$ cat src/rtl/rv_hazard_pkg.sv
// rv_hazard_pkg: shared types for the RV pipeline hazard controller.
package rv_hazard_pkg;
    typedef enum logic {HZ_RUN, HZ_MEM_WAIT} hz_state_e;
    localparam int REG_X0 = 0;
    typedef struct packed {
        logic pc_write;
        logic ifid_write;
        logic ifid_flush;
        logic idex_bubble;
        logic pipe_freeze;
    } hz_ctrl_t;
endpackage

$ cat src/rtl/rv_load_use_detect.sv
// rv_load_use_detect: flags an ID-stage read of a register still being loaded in EX.
module rv_load_use_detect
    import rv_hazard_pkg::*;
#(
    parameter int REG_AW = 5
) (
    input  logic [REG_AW-1:0] id_rs1,
    input  logic [REG_AW-1:0] id_rs2,
    input  logic              id_uses_rs1,
    input  logic              id_uses_rs2,
    input  logic              idex_memread,
    input  logic [REG_AW-1:0] idex_rd,
    output logic              hazard
);
    assign hazard = idex_memread && idex_rd != REG_AW'(REG_X0) &&
                    ((id_uses_rs1 && id_rs1 == idex_rd) || (id_uses_rs2 && id_rs2 == idex_rd));
endmodule

$ cat src/rtl/rv_hazard_ctrl.sv
// rv_hazard_ctrl: pipeline enables/bubbles/flushes for load-use, taken branch and
// multi-cycle dmem accesses with timeout, plus a saturating stall-cycle counter.
module rv_hazard_ctrl
    import rv_hazard_pkg::*;
#(
    parameter int REG_AW      = 5,
    parameter int MEM_TIMEOUT = 16,
    parameter int CNT_W       = 32
) (
    input  logic              clk,
    input  logic              rst,
    input  logic [REG_AW-1:0] id_rs1,
    input  logic [REG_AW-1:0] id_rs2,
    input  logic              id_uses_rs1,
    input  logic              id_uses_rs2,
    input  logic              id_br_taken,
    input  logic              idex_memread,
    input  logic [REG_AW-1:0] idex_rd,
    input  logic              exmem_memread,
    input  logic              exmem_memwrite,
    input  logic              dmem_ready,
    output logic              dmem_req,
    output logic              pc_write,
    output logic              ifid_write,
    output logic              ifid_flush,
    output logic              idex_bubble,
    output logic              pipe_freeze,
    output logic              mem_err,
    output logic [CNT_W-1:0]  stall_cycles
);
    localparam int TW = $clog2(MEM_TIMEOUT + 1);
    localparam hz_ctrl_t FREEZE = '{pc_write: 1'b0, ifid_write: 1'b0, ifid_flush: 1'b0,
                                    idex_bubble: 1'b0, pipe_freeze: 1'b1};
    localparam hz_ctrl_t RESET  = '{pc_write: 1'b0, ifid_write: 1'b0, ifid_flush: 1'b1,
                                    idex_bubble: 1'b1, pipe_freeze: 1'b0};

    hz_state_e         state_q, state_d;
    logic [TW-1:0]     tmo_q, tmo_d;
    logic              err_q;
    logic [CNT_W-1:0]  stall_q;
    logic              load_use, memstall, released, timeout;
    hz_ctrl_t          run_ctrl, ctrl;

    rv_load_use_detect #(.REG_AW(REG_AW)) u_lud (
        .id_rs1      (id_rs1),
        .id_rs2      (id_rs2),
        .id_uses_rs1 (id_uses_rs1),
        .id_uses_rs2 (id_uses_rs2),
        .idex_memread(idex_memread),
        .idex_rd     (idex_rd),
        .hazard      (load_use)
    );

    assign dmem_req = (exmem_memread | exmem_memwrite) & ~rst;
    assign memstall = dmem_req & ~dmem_ready;
    // Counter parked at MEM_TIMEOUT in RUN marks the one-cycle release after a timeout.
    assign released = state_q == HZ_RUN && tmo_q == TW'(MEM_TIMEOUT);
    assign timeout  = state_q == HZ_MEM_WAIT && !dmem_ready && tmo_q == TW'(MEM_TIMEOUT - 1);

    always_comb begin
        run_ctrl = load_use ? '{pc_write: 1'b0, ifid_write: 1'b0, ifid_flush: 1'b0,
                                idex_bubble: 1'b1, pipe_freeze: 1'b0}
                            : '{pc_write: 1'b1, ifid_write: 1'b1, ifid_flush: id_br_taken,
                                idex_bubble: 1'b0, pipe_freeze: 1'b0};
        ctrl    = run_ctrl;
        state_d = state_q;
        tmo_d   = '0;
        if (state_q == HZ_RUN) begin
            if (memstall && !released) begin
                ctrl    = FREEZE;
                state_d = HZ_MEM_WAIT;
                tmo_d   = TW'(1);
            end
        end else if (dmem_ready) begin
            state_d = HZ_RUN;
        end else begin
            ctrl    = FREEZE;
            tmo_d   = tmo_q + TW'(1);
            state_d = timeout ? HZ_RUN : HZ_MEM_WAIT;
        end
        if (rst) ctrl = RESET;
    end

    always_ff @(posedge clk) begin
        if (rst) begin
            state_q <= HZ_RUN;
            tmo_q   <= '0;
            err_q   <= 1'b0;
            stall_q <= '0;
        end else begin
            state_q <= state_d;
            tmo_q   <= tmo_d;
            err_q   <= err_q | timeout;
            if (!ctrl.pc_write && stall_q != '1) stall_q <= stall_q + CNT_W'(1);
        end
    end

    assign pc_write     = ctrl.pc_write;
    assign ifid_write   = ctrl.ifid_write;
    assign ifid_flush   = ctrl.ifid_flush;
    assign idex_bubble  = ctrl.idex_bubble;
    assign pipe_freeze  = ctrl.pipe_freeze;
    assign mem_err      = err_q;
    assign stall_cycles = stall_q;
endmodule

$ cat config.mk
export PLATFORM = sky130hd
export DESIGN_NAME = rv_hazard_ctrl
export DESIGN_NICKNAME = d
export VERILOG_FILES = /design/src/rtl/rv_hazard_pkg.sv /design/src/rtl/rv_load_use_detect.sv /design/src/rtl/rv_hazard_ctrl.sv
export SDC_FILE = /design/constraint.sdc
export NUM_CORES = 1
export LEC_CHECK = 0
export CORE_MARGIN = 5
export CORE_UTILIZATION = 25
export CTS_CLUSTER_SIZE = 8
export DETAILED_ROUTE_END_ITERATION = 8
export SLEW_MARGIN = 20
export SYNTH_ARGS = -nofsm -noshare
export SYNTH_HDL_FRONTEND = slang
export SYNTH_SLANG_ARGS = --single-unit
$ cat constraint.sdc
create_clock -name clk -period 2.52 [get_ports clk]
set_clock_uncertainty 0.05 [all_clocks]
set_input_delay 0.252 -clock clk [delete_from_list [all_inputs] [get_ports clk]]
set_output_delay 0.252 -clock clk [all_outputs]
set_load 0.01 [all_outputs]
==> results of run 1 <==
[routing by layer]
layer | global-route usage | wire length, µm | part of all wire
met1 | 0.1416 | 2795 | 0.47
met2 | 0.1874 | 2750 | 0.46
met3 | 0.02730 | 319 | 0.054
met4 | 0.02422 | 55 | 0.0093
met5 | 0 | 0 | 0
[cell type report]
cell class,instances,area share
multi-input combinational,193,0.4171
clock buffer,6,0.02393
timing repair buffer,77,0.2422
tap,105,0.04332
sequential,39,0.2587
inverter,12,0.01485
[registers in the layout (all words and copies together), names as in the netlist]
register,flops
stall_cycles,32
tmo_q,5
mem_err,1
state_q,1
[repair_timing]
action | 4_1_cts | 5_1_grt
setup endpoints to repair | 3 | 6
gates resized for setup | 5 | 10
pin swaps | 0 | 4
buffers inserted | 0 | 4
[worst max-delay path by stage]
stage                                 from               end  slack, ps  cells after the start
after floorplan            stall_cycles[3]   stall_cycles[5]        350                      8
after global placement          idex_rd[0]       idex_bubble        -30                      8
after detailed placement        idex_rd[4]  stall_cycles[16]        -90                      9
after CTS                         tmo_q[0]       pipe_freeze         40                      7
after global routing      stall_cycles[13]   stall_cycles[5]        -20                      8
final                     stall_cycles[10]   stall_cycles[5]        120                      8
[kinds of logic after synthesis]
kind of cell / after synthesis
AOI/OAI and AO/OA: 42
xor gates and xnor gates: 26
adders and majority gates: 4
buffers and inverters: 21
DFF: 39
muxes: 3
and+or+nand+nor: 118
[placed cells by master (no fill, tap or decap), types with 10 or more instances in the layout]
| master | instances |
|---|---|
| clkdlybuf4s50_1 | 56 |
| dfxtp_1 | 36 |
| nor2_1 | 28 |
| nand2_1 | 19 |
| xnor2_1 | 16 |
| a21oi_1 | 15 |
| o21ai_0 | 14 |
| buf_4 | 14 |
| inv_1 | 12 |
| or3_1 | 12 |
| nand4_1 | 11 |
| nand3_1 | 11 |
| xor2_1 | 10 |
[per-stage QoR]
stage	instance area [µm²]	util	std cells	setup WS, ps	TNS, ps
after floorplan	2127	-	253	350.3	0
after global placement	2898	0.3509	422	-33.73	-96.27
after detailed placement	2898	0.3509	422	-92.55	-417.5
after CTS	2977	0.3605	428	37.72	0
after global routing	3033	0.3673	432	-15.83	-15.83
final	3033	0.3673	432	122.8	0
[Yosys cell counts (all sizes together) (2+ instances only)]
library cell,count,share of area
ha,4,0.024
xnor2,16,0.066
mux2,2,0.012
and3,8,0.026
nand2,19,0.034
nand4,12,0.038
nor2b,2,0.0059
and4,5,0.022
nor4,2,0.0059
inv,12,0.021
nand3,13,0.039
or4,3,0.012
buf,5,0.023
or2,2,0.0059
o21ai,14,0.033
xor2,10,0.041
a21oi,16,0.038
a211oi,2,0.0071
or3,13,0.041
clkbuf,4,0.0071
dfxtp,39,0.37
nor2,29,0.052
and2,3,0.010
nor3,4,0.012
o31ai,2,0.0071
[power by group]
| group | switching [W] | internal (W) |
|---|---|---|
| Sequential | 0.00000875 | 0.000623 |
| Combinational | 0.0000636 | 0.0000802 |
| Clock | 0.000201 | 0.000185 |
==> metrics.md, run 1 <==
| Metric | Value |
|---|---|
| Reg-to-Reg Start | `stall_cycles[10]` |
| Routed Antenna Nets | `0` |
| Synth Area in Simple Gates | `0.3182` |
| Multi-input logic area | `1265 µm²` |
| Routed wire length | `5920 µm` |
| Chip height | `102.2 µm` |
| Worst hold path class | `reg2reg` |
| Full die area | `10450 µm²` |
| Number of max-cap violations | `0` |
| Post-Synth Adder-Cell Area | `0.02353` |
| I/O Pins | `63` |
| P_leak | `1.054 nW` |
| Die W | `102.2 µm` |
| Via count | `2043` |
| Worst-path fanout max | `6` |
| Average vias per placed instance | `4.729` |
| Antenna violations before repair | `0` |
| Syn Inst Count | `253` |
| Post-synthesis xor/xnor area fraction | `0.1071` |
| Synthesized area | `2127 µm²` |
| #FFs+latches synth | `39` |
| Clk pin slew, worst setup/hold paths | `70 ps` |
| Asr flop ratio synth | `0` |
| CP arrival | `2520 ps` |
| CP top delay family | `simple AND/OR/NAND/NOR gates` |
| Cts bufs inserted | `5` |
| Critical path's slowest cell | `or4_4` |
| Worst setup EP type | `register` |
| TritonCTS clock tree | `yes` |
| Hold Path Origin | `tmo_q[0]` |
| Mux cell area share after synthesis | `0.01706` |
| First-pass GRT wire length | `9294 µm` |
| Part of the cycle the worst path needs | `0.9513` |
| Post-Syn Area per Cell | `8.407 µm²` |
| Clk sinks | `39` |
| Largest family of logic cells by synthesized area | `simple AND/OR/NAND/NOR gates` |
| Synth unique cells | `50` |
| Post-synthesis sequential area ratio | `0.3671` |
| Root Driver | `clkbuf_8` |
| TritonRoute pass-1 iters | `4` |
| WHS Path Cells | `1` |
| Vias in the first global route | `1983` |
| Hold Buf Count CTS | `0` |
| Compound-gate portion of the synthesized area | `0.1159` |
| Area delta synth->final | `42.59%` |
| Routability cong. | `0.7298` |
| Core ar. | `8258 µm²` |
| Synthesized Nets | `281` |
| N_diodes | `0` |
| Initial drt markers | `73` |
| Setup-failing EPs final | `0` |
| Reg2Reg Capture Point | `stall_cycles[5]` |
| R2r worst-path depth | `8` |
| Worst-Margin Slew | `411.8 ps` |
| Crit path required time | `2650 ps` |
| Post-layout total power | `0.001161 W` |
| Endpoints failing hold | `0` |
| Pwr/cell area | `382.9 nW/µm²` |
| EDFF count, synth | `0` |
| FF-to-FF setup slack | `120 ps` |
| Max VDD drop | `0.2135 mV` |
| Ys flop type | `dfxtp_1` |
| Slew Limit Fails | `0` |
| Clock buffer depth | `2` |
| DR WL/cell | `13.70 µm` |
| Number of I/O port buffers | `62` |
| DRC viols | `0` |
| Largest net degree at the start of global routing | `39` |
| Clk_lat worst skew | `280 ps` |
| Outcome | `finished, final reports clean` |
| Final Critical Period | `2397 ps` |
| CP Buf/Inv Count | `1` |
| GRT Util Overall | `0.1104` |
| Maximum clock frequency | `0.4172 GHz` |
| Critical path class | `reg2reg` |
| Row count | `33` |
| Initial core utilization | `0.2576` |
| Share of post-route cells with drive strength above 1 | `0.1437` |
| Fill cells | `859` |
| Nets | `356` |
| WHS Endpoint | `tmo_q[0]` |
| Max incr delay on CP | `580 ps` |
| H-tree depth | `2` |
| Synthesis Warnings | `0` |
| Register area | `784.5 µm²` |
| Max_slew headroom | `0.7255` |
| Setup crit start kind | `register` |
| Detailed Place HPWL | `4383 µm` |
| WHS | `417.5 ps` |
| Total grt overflow | `0` |
| Worst-path cell chain | `and4_2 -> and2_2 -> nand4_1 -> or4_4 -> buf_2 -> nand3_4 -> nor2_2 -> mux2_4` |
No activity file was read; power rests on OpenSTA's default activity.
==> run 2, diff against run 1 <==
- clock period: 2.52 -> 2.1 ns (I/O delays scaled with it)
==> run 2 against run 1 <==
- the flow now finishes with violations (negative setup slack)
- power grew 40%
- sequential share of layout area fell by 3.9 points
- worst hold slack improved by 19 ps
==> metrics.md, run 2 (same netlist as run 1, synthesis figures left out) <==
| Metric | Value |
|---|---|
| Outcome | `finished with violations` |
| Failing checks | `negative setup slack` |
| Clock buffer depth | `2` |
| Max FFs per register | `32` |
| Core ar. | `8258 µm²` |
| Critical path's slowest cell | `clkdlybuf4s50_1` |
| Max incr delay on CP | `470 ps` |
| RSZ-0062 raised after global routing | `yes` |
| P_leak | `1.396 nW` |
| Part of the cycle the worst path needs | `1.031` |
| TritonCTS clock tree | `yes` |
| Logic pwr share | `0.130` |
| Chip height | `102.2 µm` |
| I/O Pins | `63` |
| Commonest non-fill, non-tap cell in the layout | `buf_4` |
| Row count | `33` |
| Final Critical Period | `2165 ps` |
| Clk pin slew, worst setup/hold paths | `80 ps` |
| Largest net degree at the start of global routing | `39` |
| Setup crit start kind | `input port` |
| Initial core utilization | `0.2576` |
| Via count | `2292` |
| Number of max-cap violations | `0` |
| Routability cong. | `0.7804` |
| Routed wire length | `6458 µm` |
| Placed cells | `471` |
| Area delta synth->final | `71.18%` |
| Antenna violations before repair | `0` |
| N_diodes | `0` |
| Share of post-route cells with drive strength above 1 | `0.3557` |
| TritonRoute pass-1 iters | `4` |
| DRC viols | `0` |
| Hold Buf Count CTS | `0` |
| Cts bufs inserted | `5` |
| Sw frac | `0.2289` |
| Final Util | `0.4409` |
| CP Buf/Inv Count | `2` |
| Number of I/O port buffers | `62` |
| Fin worst setup slack | `-64.79 ps` |
| Initial drt markers | `69` |
| Fill cells | `811` |
| Detailed Place HPWL | `4749 µm` |
| Die W | `102.2 µm` |
| Nets | `415` |
| DR WL/cell | `13.10 µm` |
| Flop pwr share | `0.465` |
| Endpoints failing hold | `0` |
| Sw power | `0.0003709 W` |
| Clk sinks | `39` |
| Setup-failing EPs final | `3` |
| Slew Limit Fails | `0` |
| Most frequent cells in the layout | `69 x buf_4, 50 x clkdlybuf4s50_1, 28 x nor2_1` |
| CP top delay family | `simple AND/OR/NAND/NOR gates` |
| Worst setup EP type | `register` |
| Worst hold path class | `reg2reg` |
| Critical path class | `in2reg` |
| Worst-path cell chain | `clkdlybuf4s50_1 -> xnor2_1 -> nand4_1 -> o22ai_2 -> a31o_4 -> nand4_4 -> buf_4 -> or4_4 -> a21oi_1` |
| H-tree depth | `2` |
| Vias in the first global route | `2298` |
| Maximum clock frequency | `0.4619 GHz` |
| Pwr/cell area | `445.0 nW/µm²` |
| Max_slew headroom | `0.7219` |
| GRT Util Overall | `0.1193` |
| Total grt overflow | `0` |
| Root Driver | `clkbuf_8` |
| Clock power frac | `0.405` |
| Internal power | `0.001249 W` |
| Worst-Margin Slew | `417.2 ps` |
| Final Non-Filler Cells | `493` |
| Average vias per placed instance | `4.649` |
| Routed Antenna Nets | `0` |
| CP arrival | `2330 ps` |
| Max VDD drop | `0.3100 mV` |
| First-pass GRT wire length | `10210 µm` |
| Full die area | `10450 µm²` |
| Worst-path fanout max | `7` |
| Crit path required time | `2270 ps` |
| Clk_lat worst skew | `290 ps` |
==> run 2: changes by cell type in the layout (fill, tap and decap cells not counted), moves of 5 or more <==
cell / before / now
dfxtp_2: 3 / 14
dfxtp_1: 36 / 25
buf_6: 0 / 5
buf_4: 14 / 69
clkdlybuf4s50_1: 56 / 50
o21ai_0: 14 / 9
==> run 2: power by group through the flow <==
| stage | clock, W | combinational (W) | sequential [W] |
|---|---|---|---|
| detailed placement | 0 | 0.000201 | 0.000770 |
| global placement | 0 | 0.000197 | 0.000769 |
| global route | 0.000702 | 0.000229 | 0.000754 |
| CTS | 0.000678 | 0.000202 | 0.000753 |
| floorplan | 0 | 0.0000782 | 0.000775 |
| finish | 0.000657 | 0.000211 | 0.000753 |
==> run 2: stage by stage <==
| step | instance area, µm² | power [W] | hold slack [ps] | setup WS, ps | TNS (ps) |
|---|---|---|---|---|---|
| finish | 3641 | 0.001620 | 436.0 | -64.79 | -142.2 |
| global placement | 3293 | 0.0009667 | 417.2 | -414.6 | -8179 |
| global route | 3641 | 0.001685 | 480.5 | -173.0 | -2108 |
| detailed placement | 3293 | 0.0009709 | 428.3 | -495.1 | -9787 |
| floorplan | 2142 | 0.0008537 | 339.6 | 10.80 | 0 |
| CTS | 3472 | 0.001633 | 452.1 | -28.95 | -53.65 |
==> run 2: cell type report <==
| cell class | count | area (µm²) | area share |
|---|---|---|---|
| Sequential cell | 39 | 798.3 | 0.2192 |
| Clock buffer | 6 | 82.58 | 0.02268 |
| Inverter | 12 | 47.55 | 0.01306 |
| Timing Repair Buffer | 136 | 1184 | 0.3251 |
| Tap cell | 105 | 131.4 | 0.03608 |
| Clock inverter | 2 | 35.03 | 0.009622 |
| Multi-Input combinational cell | 193 | 1363 | 0.3742 |
==> run 2: path summary, 6_finish.rpt <==
| path | slack, ps | endpoint | depth (start not counted) | start |
|---|---|---|---|---|
| setup / recovery | -60 | stall_cycles[26] | 9 | id_rs1[2] |
| hold / removal | 440 | mem_err | 1 | mem_err |
| setup reg to reg | -40 | stall_cycles[5] | 8 | stall_cycles[3] |
| hold reg to reg | 440 | mem_err | 1 | mem_err |
==> run 2: metal layers <==
metal,vias up,share of wire,track usage
li1,1170,-,-
met1,1069,0.45,0.1527
met2,49,0.48,0.2044
met3,4,0.058,0.02867
met4,0,0.0056,0.02422
met5,-,0,0
==> run 2: timing repair <==
action                     CTS  global route
gates resized for setup     36            29
gates cloned                 0             1
pin swaps                    9            13
setup buffers                4            10
setup endpoints to repair   21            34
==> run 2: worst reg2reg max path, stage by stage (launching register included) <==
cell and delay, ps:
dfxtp_2 330, and4_4 230, and2_4 140, nand3_2 70
or4_4 620, buf_4 180, nand3_4 80, nor2_2 40
mux2_4 280
==> run 3, diff against run 2 <==
- CORE_MARGIN: 5 -> 2
==> run 3 against run 2 <==
- the run still ends with negative setup slack left
- setup slack better by 38 ps
- die area down 11%
- via count down 0.79%
- global-route usage up 1.5 points
- routed wire length down 3.3%
- cell count down 1.2%
- worst hold slack worse by 9.9 ps
- sequential share of layout area up 0.45 points
- flip-flop and latch count unchanged
- clock-buffer cell count up 1
- power down 11%
- critical endpoint is now stall_cycles[5]
==> metrics.md, run 3 (same netlist as run 1, synthesis figures left out) <==
| Metric | Value |
|---|---|
| Outcome | `finished with violations` |
| Failing checks | `negative setup slack` |
| Number of I/O port buffers | `62` |
| TritonRoute pass-1 iters | `5` |
| Row count | `33` |
| Hold Buf Count CTS | `0` |
| Antenna violations before repair | `0` |
| Nets | `409` |
| Die W | `96.24 µm` |
| Critical path class | `reg2reg` |
| Detailed Place HPWL | `4627 µm` |
| Fin worst setup slack | `-26.38 ps` |
| Max VDD drop | `0.1823 mV` |
| GRT Util Overall | `0.1342` |
| Hold Path Origin | `mem_err` |
| Number of max-cap violations | `0` |
| P_leak | `1.311 nW` |
| Vias in the first global route | `2164` |
| Setup-failing EPs final | `2` |
| N_diodes | `0` |
| Endpoints failing hold | `0` |
| Routed wire length | `6244 µm` |
| Clk sinks | `39` |
| Final Critical Period | `2126 ps` |
| Worst hold path class | `reg2reg` |
| GR Util met3 | `0.03915` |
| DR WL/cell | `12.82 µm` |
| Fin area | `3567 µm²` |
| Average vias per placed instance | `4.669` |
| Grt met2 use | `0.2321` |
| Initial core utilization | `0.2589` |
| Max FFs per register | `32` |
| Pwr/cell area | `406.1 nW/µm²` |
| Routability cong. | `0.7134` |
| Total grt overflow | `0` |
| GR peak layer | `met2` |
| TritonCTS clock tree | `yes` |
| Share of post-route cells with drive strength above 1 | `0.3455` |
| Worst-Margin Slew | `427.2 ps` |
| Worst setup EP type | `register` |
| I/O Pins | `63` |
| H-tree depth | `2` |
| Chip height | `96.24 µm` |
| Largest net degree at the start of global routing | `39` |
| Full die area | `9262 µm²` |
| Placed instance area | `3323 µm²` |
| Routed Antenna Nets | `0` |
| Setup_tns | `-29.50 ps` |
| Clk pin slew, worst setup/hold paths | `70 ps` |
| Worst Setup SP | `stall_cycles[6]` |
| Reg-to-Reg Start | `stall_cycles[6]` |
| Worst-path fanout max | `7` |
| Clk_lat worst skew | `290 ps` |
| Root Driver | `clkbuf_8` |
| Max_slew headroom | `0.7152` |
| Crit path required time | `2230 ps` |
| Met1 Use GR | `0.1659` |
| Initial drt markers | `69` |
| Cts bufs inserted | `5` |
| CP arrival | `2260 ps` |
| Maximum clock frequency | `0.4703 GHz` |
| DRC viols | `0` |
| Core ar. | `8217 µm²` |
| Via count | `2274` |
| Commonest non-fill, non-tap cell in the layout | `buf_4` |
| RSZ-0062 raised after global routing | `yes` |
| Setup crit start kind | `register` |
| First-pass GRT wire length | `9839 µm` |
| Most frequent cells in the layout | `60 x buf_4, 52 x clkdlybuf4s50_1, 28 x nor2_1` |
| Part of the cycle the worst path needs | `1.013` |
| Slew Limit Fails | `0` |
| Fill cells | `805` |
| Clock buffer depth | `2` |
| Area delta synth->final | `67.71%` |
run 3: cell types whose count changed in the layout (fill, tap and decap cells not counted), moves of 2 or more:
cell             previous run  this run
buf_4                      69        60
buf_6                       5         7
clkbuf_1                    0         2
clkdlybuf4s50_1            50        52
dlymetal6s2s_1              2         0
inv_2                       1         3
o21ai_1                     4         2
run 3: per-layer routing:
| layer | part of all wire | vias up |
|---|---|---|
| met2 | 0.48 | 55 |
| met3 | 0.070 | 6 |
| met4 | 0.0069 | 0 |
| met1 | 0.45 | 1054 |
| met5 | 0 | - |
| li1 | - | 1159 |
run 3: final cells by class:
class / count / area, µm² / area share
Multi-Input combinational cell: 193 / 1373 / 0.3848
Timing Repair Buffer: 130 / 1139 / 0.3192
Sequential cell: 39 / 798.3 / 0.2238
Tap cell: 105 / 131.4 / 0.03683
Clock buffer: 7 / 76.32 / 0.02140
Inverter: 12 / 45.04 / 0.01263
Clock inverter: 1 / 5.005 / 0.001403
run 3: critical path, stage by stage, from the launching register on:
cell     delay (ps)
dfxtp_2         330
and4_4          230
and2_4          140
nand3_1          90
or4_4           620
buf_6           160
nand3_4          90
nor2_4           40
mux2_4          280
run 3: what timing repair did:
item                       in CTS  in global routing
cloned                          0                  1
setup endpoints to repair      21                 33
pin swaps                       8                 15
resized for setup              34                 32
buffers inserted                1                  4
run 3: final timing paths:
path / cells after the start / slack [ps] / endpoint
setup / recovery: 8 / -30 / stall_cycles[5]
hold / removal: 1 / 430 / mem_err
setup reg to reg: 8 / -30 / stall_cycles[5]
hold reg to reg: 1 / 430 / mem_err
run 3: power breakdown:
group	leakage, nW	internal [W]	switching, W
Combinational	0.947	0.000116	0.0000918
Clock	0.0422	0.000233	0.000255
Sequential	0.322	0.000747	0.00000561
Total	1.31	0.00110	0.000352
run 3: stage by stage:
stage	setup slack [ps]	total power [W]	hold WS [ps]	utilization	instances
final	-26.38	0.001449	426.2	0.4341	487
after detailed placement	-472.9	0.0009726	411.3	0.4044	475
after global placement	-397.7	0.0009712	408.6	0.4044	475
after floorplan	10.80	0.0008537	339.6	-	253
after CTS	-54.74	0.001466	434.4	0.4183	484
after global routing	-140.9	0.001520	460.4	0.4341	487
